--- src/rtl/seg7_pkg.sv ---
// Shared types and glyph table for the 7-segment scanner.
// Segment order is {dp,g,f,e,d,c,b,a}; glyph constants leave dp clear.
package seg7_pkg;

  typedef logic [7:0] seg_t;

  typedef enum logic {
    LD_IDLE = 1'b0,
    LD_PEND = 1'b1
  } load_state_t;

  localparam seg_t SEG_0 = 8'h3F;
  localparam seg_t SEG_1 = 8'h06;
  localparam seg_t SEG_2 = 8'h5B;
  localparam seg_t SEG_3 = 8'h4F;
  localparam seg_t SEG_4 = 8'h66;
  localparam seg_t SEG_5 = 8'h6D;
  localparam seg_t SEG_6 = 8'h7D;
  localparam seg_t SEG_7 = 8'h07;
  localparam seg_t SEG_8 = 8'h7F;
  localparam seg_t SEG_9 = 8'h6F;
  localparam seg_t SEG_A = 8'h77;
  localparam seg_t SEG_B = 8'h7C;
  localparam seg_t SEG_C = 8'h39;
  localparam seg_t SEG_D = 8'h5E;
  localparam seg_t SEG_E = 8'h79;
  localparam seg_t SEG_F = 8'h71;

  function automatic seg_t hex_to_seg(input logic [3:0] nibble);
    seg_t s;
    case (nibble)
      4'h0:    s = SEG_0;
      4'h1:    s = SEG_1;
      4'h2:    s = SEG_2;
      4'h3:    s = SEG_3;
      4'h4:    s = SEG_4;
      4'h5:    s = SEG_5;
      4'h6:    s = SEG_6;
      4'h7:    s = SEG_7;
      4'h8:    s = SEG_8;
      4'h9:    s = SEG_9;
      4'hA:    s = SEG_A;
      4'hB:    s = SEG_B;
      4'hC:    s = SEG_C;
      4'hD:    s = SEG_D;
      4'hE:    s = SEG_E;
      default: s = SEG_F;
    endcase
    return s;
  endfunction

endpackage

--- src/rtl/hex7seg_decode.sv ---
// Combinational nibble -> 7-segment glyph (a=bit0 .. g=bit6).
// Latency 0; no flow control.
module hex7seg_decode
  import seg7_pkg::*;
(
  input  logic [3:0] nibble,
  output logic [6:0] glyph
);

  seg_t full;
  logic unused_dp;

  assign full      = hex_to_seg(nibble);
  assign glyph     = full[6:0];
  assign unused_dp = full[7];

endmodule

--- src/rtl/seg7_scan_ctrl.sv ---
// Multiplexed N-digit 7-segment scanner: dead time, PWM brightness, tear-free load.
// Outputs registered one cycle after phase/idx; load is always accepted (last one wins).
module seg7_scan_ctrl
  import seg7_pkg::*;
#(
  parameter int N_DIGITS    = 8,
  parameter int PHASE_W     = 10,
  parameter int DEAD_CYC    = 16,
  parameter int SEG_ACT_LOW = 0,
  parameter int DIG_ACT_LOW = 0,
  localparam int IDX_W      = $clog2(N_DIGITS)
) (
  input  logic                  clk,
  input  logic                  rst,
  input  logic                  load,
  input  logic [4*N_DIGITS-1:0] digits_in,
  input  logic [N_DIGITS-1:0]   dp_in,
  input  logic [N_DIGITS-1:0]   blank_in,
  input  logic [3:0]            bright,
  output logic [7:0]            seg_out,
  output logic [N_DIGITS-1:0]   dig_sel,
  output logic [IDX_W-1:0]      dig_idx,
  output logic                  load_pend,
  output logic                  frame_done
);

  localparam logic [PHASE_W-1:0]  DEAD_P   = PHASE_W'(DEAD_CYC);
  localparam logic [IDX_W-1:0]    LAST_IDX = IDX_W'(N_DIGITS - 1);
  localparam logic [7:0]          SEG_OFF  = {8{SEG_ACT_LOW != 0}};
  localparam logic [N_DIGITS-1:0] DIG_OFF  = {N_DIGITS{DIG_ACT_LOW != 0}};

  logic [PHASE_W-1:0]    phase;
  logic [IDX_W-1:0]      idx;
  logic                  phase_wrap;
  logic                  boundary;

  logic [4*N_DIGITS-1:0] sh_digits, act_digits;
  logic [N_DIGITS-1:0]   sh_dp, act_dp;
  logic [N_DIGITS-1:0]   sh_blank, act_blank;

  load_state_t           state, state_nx;
  logic                  commit_shadow;
  logic                  commit_direct;

  logic [3:0]            cur_nib;
  logic [6:0]            cur_glyph;
  logic [N_DIGITS-1:0]   onehot;
  logic                  lit;

  assign phase_wrap = &phase;
  assign boundary   = phase_wrap && (idx == LAST_IDX);

  always_ff @(posedge clk) begin
    if (rst) begin
      phase <= '0;
      idx   <= '0;
    end else begin
      phase <= phase + 1'b1;
      if (phase_wrap) begin
        idx <= (idx == LAST_IDX) ? '0 : idx + 1'b1;
      end
    end
  end

  always_ff @(posedge clk) begin
    if (rst) begin
      state <= LD_IDLE;
    end else begin
      state <= state_nx;
    end
  end

  // A load landing on the boundary bypasses the shadow so it is not delayed a frame.
  always_comb begin
    state_nx      = state;
    commit_shadow = 1'b0;
    commit_direct = 1'b0;
    case (state)
      LD_IDLE: begin
        if (load) begin
          if (boundary) commit_direct = 1'b1;
          else          state_nx      = LD_PEND;
        end
      end
      LD_PEND: begin
        if (boundary) begin
          state_nx = LD_IDLE;
          if (load) commit_direct = 1'b1;
          else      commit_shadow = 1'b1;
        end
      end
      default: state_nx = LD_IDLE;
    endcase
  end

  assign load_pend = (state == LD_PEND);

  always_ff @(posedge clk) begin
    if (rst) begin
      sh_digits <= '0;
      sh_dp     <= '0;
      sh_blank  <= '1;
    end else if (load) begin
      sh_digits <= digits_in;
      sh_dp     <= dp_in;
      sh_blank  <= blank_in;
    end
  end

  always_ff @(posedge clk) begin
    if (rst) begin
      act_digits <= '0;
      act_dp     <= '0;
      act_blank  <= '1;
    end else if (commit_direct) begin
      act_digits <= digits_in;
      act_dp     <= dp_in;
      act_blank  <= blank_in;
    end else if (commit_shadow) begin
      act_digits <= sh_digits;
      act_dp     <= sh_dp;
      act_blank  <= sh_blank;
    end
  end

  assign cur_nib = act_digits[{idx, 2'b00} +: 4];

  hex7seg_decode u_decode (
    .nibble (cur_nib),
    .glyph  (cur_glyph)
  );

  always_comb begin
    onehot      = '0;
    onehot[idx] = 1'b1;
  end

  assign lit = (phase >= DEAD_P) &&
               (phase[PHASE_W-1 -: 4] < bright) &&
               !act_blank[idx];

  // Segments and digit enable switch together, so a lit digit never sees a segment change.
  always_ff @(posedge clk) begin
    if (rst) begin
      seg_out    <= SEG_OFF;
      dig_sel    <= DIG_OFF;
      dig_idx    <= '0;
      frame_done <= 1'b0;
    end else begin
      seg_out    <= (lit ? {act_dp[idx], cur_glyph} : 8'h00) ^ SEG_OFF;
      dig_sel    <= (lit ? onehot : '0) ^ DIG_OFF;
      dig_idx    <= idx;
      frame_done <= boundary;
    end
  end

endmodule

--- config.mk ---
export PLATFORM = sky130hd
export DESIGN_NAME = seg7_scan_ctrl
export DESIGN_NICKNAME = d
export VERILOG_FILES = /design/src/rtl/seg7_pkg.sv /design/src/rtl/hex7seg_decode.sv /design/src/rtl/seg7_scan_ctrl.sv
export SDC_FILE = /design/constraint.sdc
export NUM_CORES = 1
export LEC_CHECK = 0
export ABC_AREA = 1
export CORE_MARGIN = 3
export CORE_UTILIZATION = 30
export CTS_CLUSTER_SIZE = 10
export DETAILED_ROUTE_END_ITERATION = 6
export PLACE_DENSITY = 0.55
export SETUP_SLACK_MARGIN = 0.5
export SYNTH_ARGS = -nofsm -noshare
export SYNTH_HDL_FRONTEND = slang
export SYNTH_SLANG_ARGS = --single-unit
export TNS_END_PERCENT = 1
--- constraint.sdc ---
create_clock -name clk -period 2.8 [get_ports clk]
set_input_delay 0.42 -clock clk [delete_from_list [all_inputs] [get_ports clk]]
set_output_delay 0.42 -clock clk [all_outputs]
set_load 0.01 [all_outputs]
==> implementation parameters <==
Parameter                              Value

STA
  # setup viols final ... 0
  Tightest slew margin relative to the limit ... 57.1%
  Total count of max-transition violations in the final report ... 0
  Final setup TNS ... 0 ns
  Post-route minimum period ... around 2.2 ns
  Post-route clock period utilization ... 79.1%
  Worst hold-check slack ... 0.449 ns
  Unrepaired setup endpoints after global routing ... true
  Actual transition at the worst max-transition pin ... 0.643 ns
  Maximum clock rate ... 0.452 GHz
  Least setup slack across all paths after layout ... 0.586 ns
  Final hold viol count ... 0
  Worst clock skew ... 0.00584 ns

Placed design
  Detailed placement HPWL ... 9810 µm
  Placer congestion estimate ... around 0.82
  Number of instances in the placed design ... 1075
  PortBufs ... 75
  Pre-CTS setup slack ... 0.339 ns

Routing
  Number of remaining DRC errors ... 0
  Post-DRT Antenna Nets ... 0
  Number of violations reported at the end of detailed-routing iteration 0 ... 298
  Average wire per cell in the routed design ... between 10 and 15 µm
  Detailed-route via count ... 4860
  Total wire length after detailed routing ... 13900 µm
  Via density per instance ... 4.39
  Iteration count of the initial detailed-routing pass ... 4

Finish
  Leading cell type in the layout, fill and taps excluded ... sky130_fd_sc_hd__nand2_1
  Commonest cells after routing, fill and taps aside ... sky130_fd_sc_hd__nand2_1 (213), sky130_fd_sc_hd__dfxtp_1 (130), sky130_fd_sc_hd__inv_1 (107), sky130_fd_sc_hd__nor2_1 (78), sky130_fd_sc_hd__a21oi_1 (76)
  Number of diodes ... 0
  Layout overhead on the synthesized area ... 28.2%
  Layout cells sized above 1 ... 7.97%
  Final standard cell count with taps included and fillers excluded ... ~1100
  # nets final ... 934

Setup path
  Setup crit start kind ... flop
  Maximum single-stage delay on the critical path ... 0.37 ns
  Worst Setup End Kind ... flop
  Slowest library cell on the worst path ... sky130_fd_sc_hd__dfxtp_1
  CP Class ... reg -> reg
  Top fanout value on the critical path ... 22
  Data arrival at the endpoint of the critical path ... roughly 2.5 ns
  Required @ worst endpoint ... 3.11 ns
  Ordered cell list for the critical path ... buf_4 -> nand3_1 -> o22a_1 -> nand4_1 -> inv_1 -> ha_1 -> nand2_1 -> nand2_1 -> nor2_1 -> nor2_1

Outcome
  Run status ... completed

Clock tree
  Root Driver ... sky130_fd_sc_hd__clkbuf_16
  Clock tree buffer depth ... 2
  PostCTS Resize Cnt ... 0
  Hold Buf Count CTS ... 0
  Clock-pin transition on the worst setup and hold timing paths ... around 0.06 ns
  Buffers inserted by post-CTS timing repair ... 0
  Number of H-tree levels ... 4
  CTS sink cnt ... 130
  Total CTS buffers ... 17
  Later-pin clock latency in the skew report ... 0.42 ns
  Clock tree from TritonCTS ... yes

Die
  Die Y ... ~140 µm
  Starting density of the core ... between 30 and 40%
  Core ar. ... 18200 µm²
  Number of core rows ... just under 50
  Width of the die ... 143 µm
  Number of top-level design ports ... 76
  Area of the die ... 20400 µm²

GRT
  Largest net degree at the start of global routing ... 65
  GR Util All Layers ... 14.0%
  Final global-route overflow total ... 0
  Wire length of the first global-routing pass ... around 22000 µm
  Via count of the first global-routing pass ... 4416
  Number of antenna violations at the first check in global routing ... 0

Yosys
  Number of warnings reported in the yosys synthesis log ... 0
  Count of different cell masters after synthesis ... 33
  Post-synthesis sequential area ratio ... 46.2%
  Dominant cell type by area after synthesis ... sky130_fd_sc_hd__dfxtp_1
  Post-synthesis area per instance ... 7.11 µm²
  FF+latch count, synth ... between 100 and 150
  Cell types with the largest area share after synthesis ... sky130_fd_sc_hd__dfxtp_1 (46%), sky130_fd_sc_hd__nand2_1 (14%), sky130_fd_sc_hd__inv_1 (7.2%), sky130_fd_sc_hd__a21oi_1 (6.8%), sky130_fd_sc_hd__nor2_1 (5.2%)
  Area share of the leading cell type in the synthesized netlist ... 46.2%
  Cell area after synthesis ... 5630 µm²
  Net count after synthesis ... 861
  Mapped Cells ... between 700 and 800

Hold path
  Type of the most critical hold path ... reg -> reg

Power
  Static Leakage ... 3.28 nW
  Overall power after layout ... 4.39 mW
  Max VDD drop ... about 0.46 mV
  Power per cell area ... 609 nW/µm²

Job
  # Max-Cap Violations ... 0
## synthesized netlist by cell type, drive strengths merged
master,n
mux2i,8
a211oi,1
a31oi,1
clkbuf,21
buf,17
nand2,215
nand3b,2
nand3,19
o22a,1
o21ai,56
o211ai,2
clkinv,3
ha,14
and3,2
a21oi,76
dfxtp,130
o22ai,8
nand4,4
nor3,8
or2,13
nor2,80
inv,110
o21a,1
## critical path: cells and delay by family (launching register included)
family                     cells  cell delay [ns]
and+or+nand+nor                6             0.73
buffers and inverters          2             0.43
adders and majority gates      1             0.31
DFF                            1             0.37
AOI/OAI and AO/OA              1             0.27
## per-stage QoR
stage | utilization [%] | cell area, µm²
after floorplan | - | 5630
after global placement | 36.3 | 6620
after detailed placement | 36.3 | 6620
after CTS | 39.6 | 7210
after global routing | 39.6 | 7220
final | 39.6 | 7220
## cell type report
class / count / area (µm²)
well taps: 229 / 287
flip-flops and latches: 130 / 2600
fillers: 1904 / 11000
clock inverters: 14 / 165
clock buffers: 18 / 429
inverters: 113 / 428
multi-input cells: 511 / 2430
repair buffers: 92 / 878
## power by group
| part | internal [mW] | switching, mW |
|---|---|---|
| Sequential | 1.90 | 0.0132 |
| Clock | 1.39 | 0.833 |
| Combinational | 0.127 | 0.131 |
| Total | 3.42 | 0.977 |
## layer usage
layer	vias up	share of wire [%]	track usage (%)
li1	2613	-	-
met1	2137	51	19.9
met2	95	43	20.5
met3	15	4.3	3.99
met4	0	1.6	4.60
met5	-	0	0
## final timing paths
kind | from | endpoint | slack, ns | depth (start not counted)
hold / removal | sh_digits[9] | sh_digits[9] | 0.45 | 2
hold reg to reg | sh_digits[9] | sh_digits[9] | 0.45 | 2
setup reg to reg | idx[0] | seg_out[3] | 0.59 | 10
setup / recovery | idx[0] | seg_out[3] | 0.59 | 10
## state kept, by name (all words and copies together), names as in the netlist
name / flops
sh_digits: 32
load_pend: 1
dig_idx: 3
phase: 10
idx: 3
frame_done: 1
sh_blank: 8
sh_dp: 8
seg_out: 8
act_dp: 8
act_digits: 32
dig_sel: 8
act_blank: 8
## logic make-up (layout without fill, tap and decap cells)
logic type               count (synthesis)  count (layout)  share of synthesized area, %
AND/OR/NAND/NOR                        343             343                          25.1
multiplexers                             8               8                          1.42
adder cells (fa/ha/maj)                 14              14                          3.11
AO/OA/AOI/OAI                          146             146                          13.4
buffers and inverters                  151             237                          10.7
flip-flops                             130             130                          46.2
(Power assumes the default switching activity.)
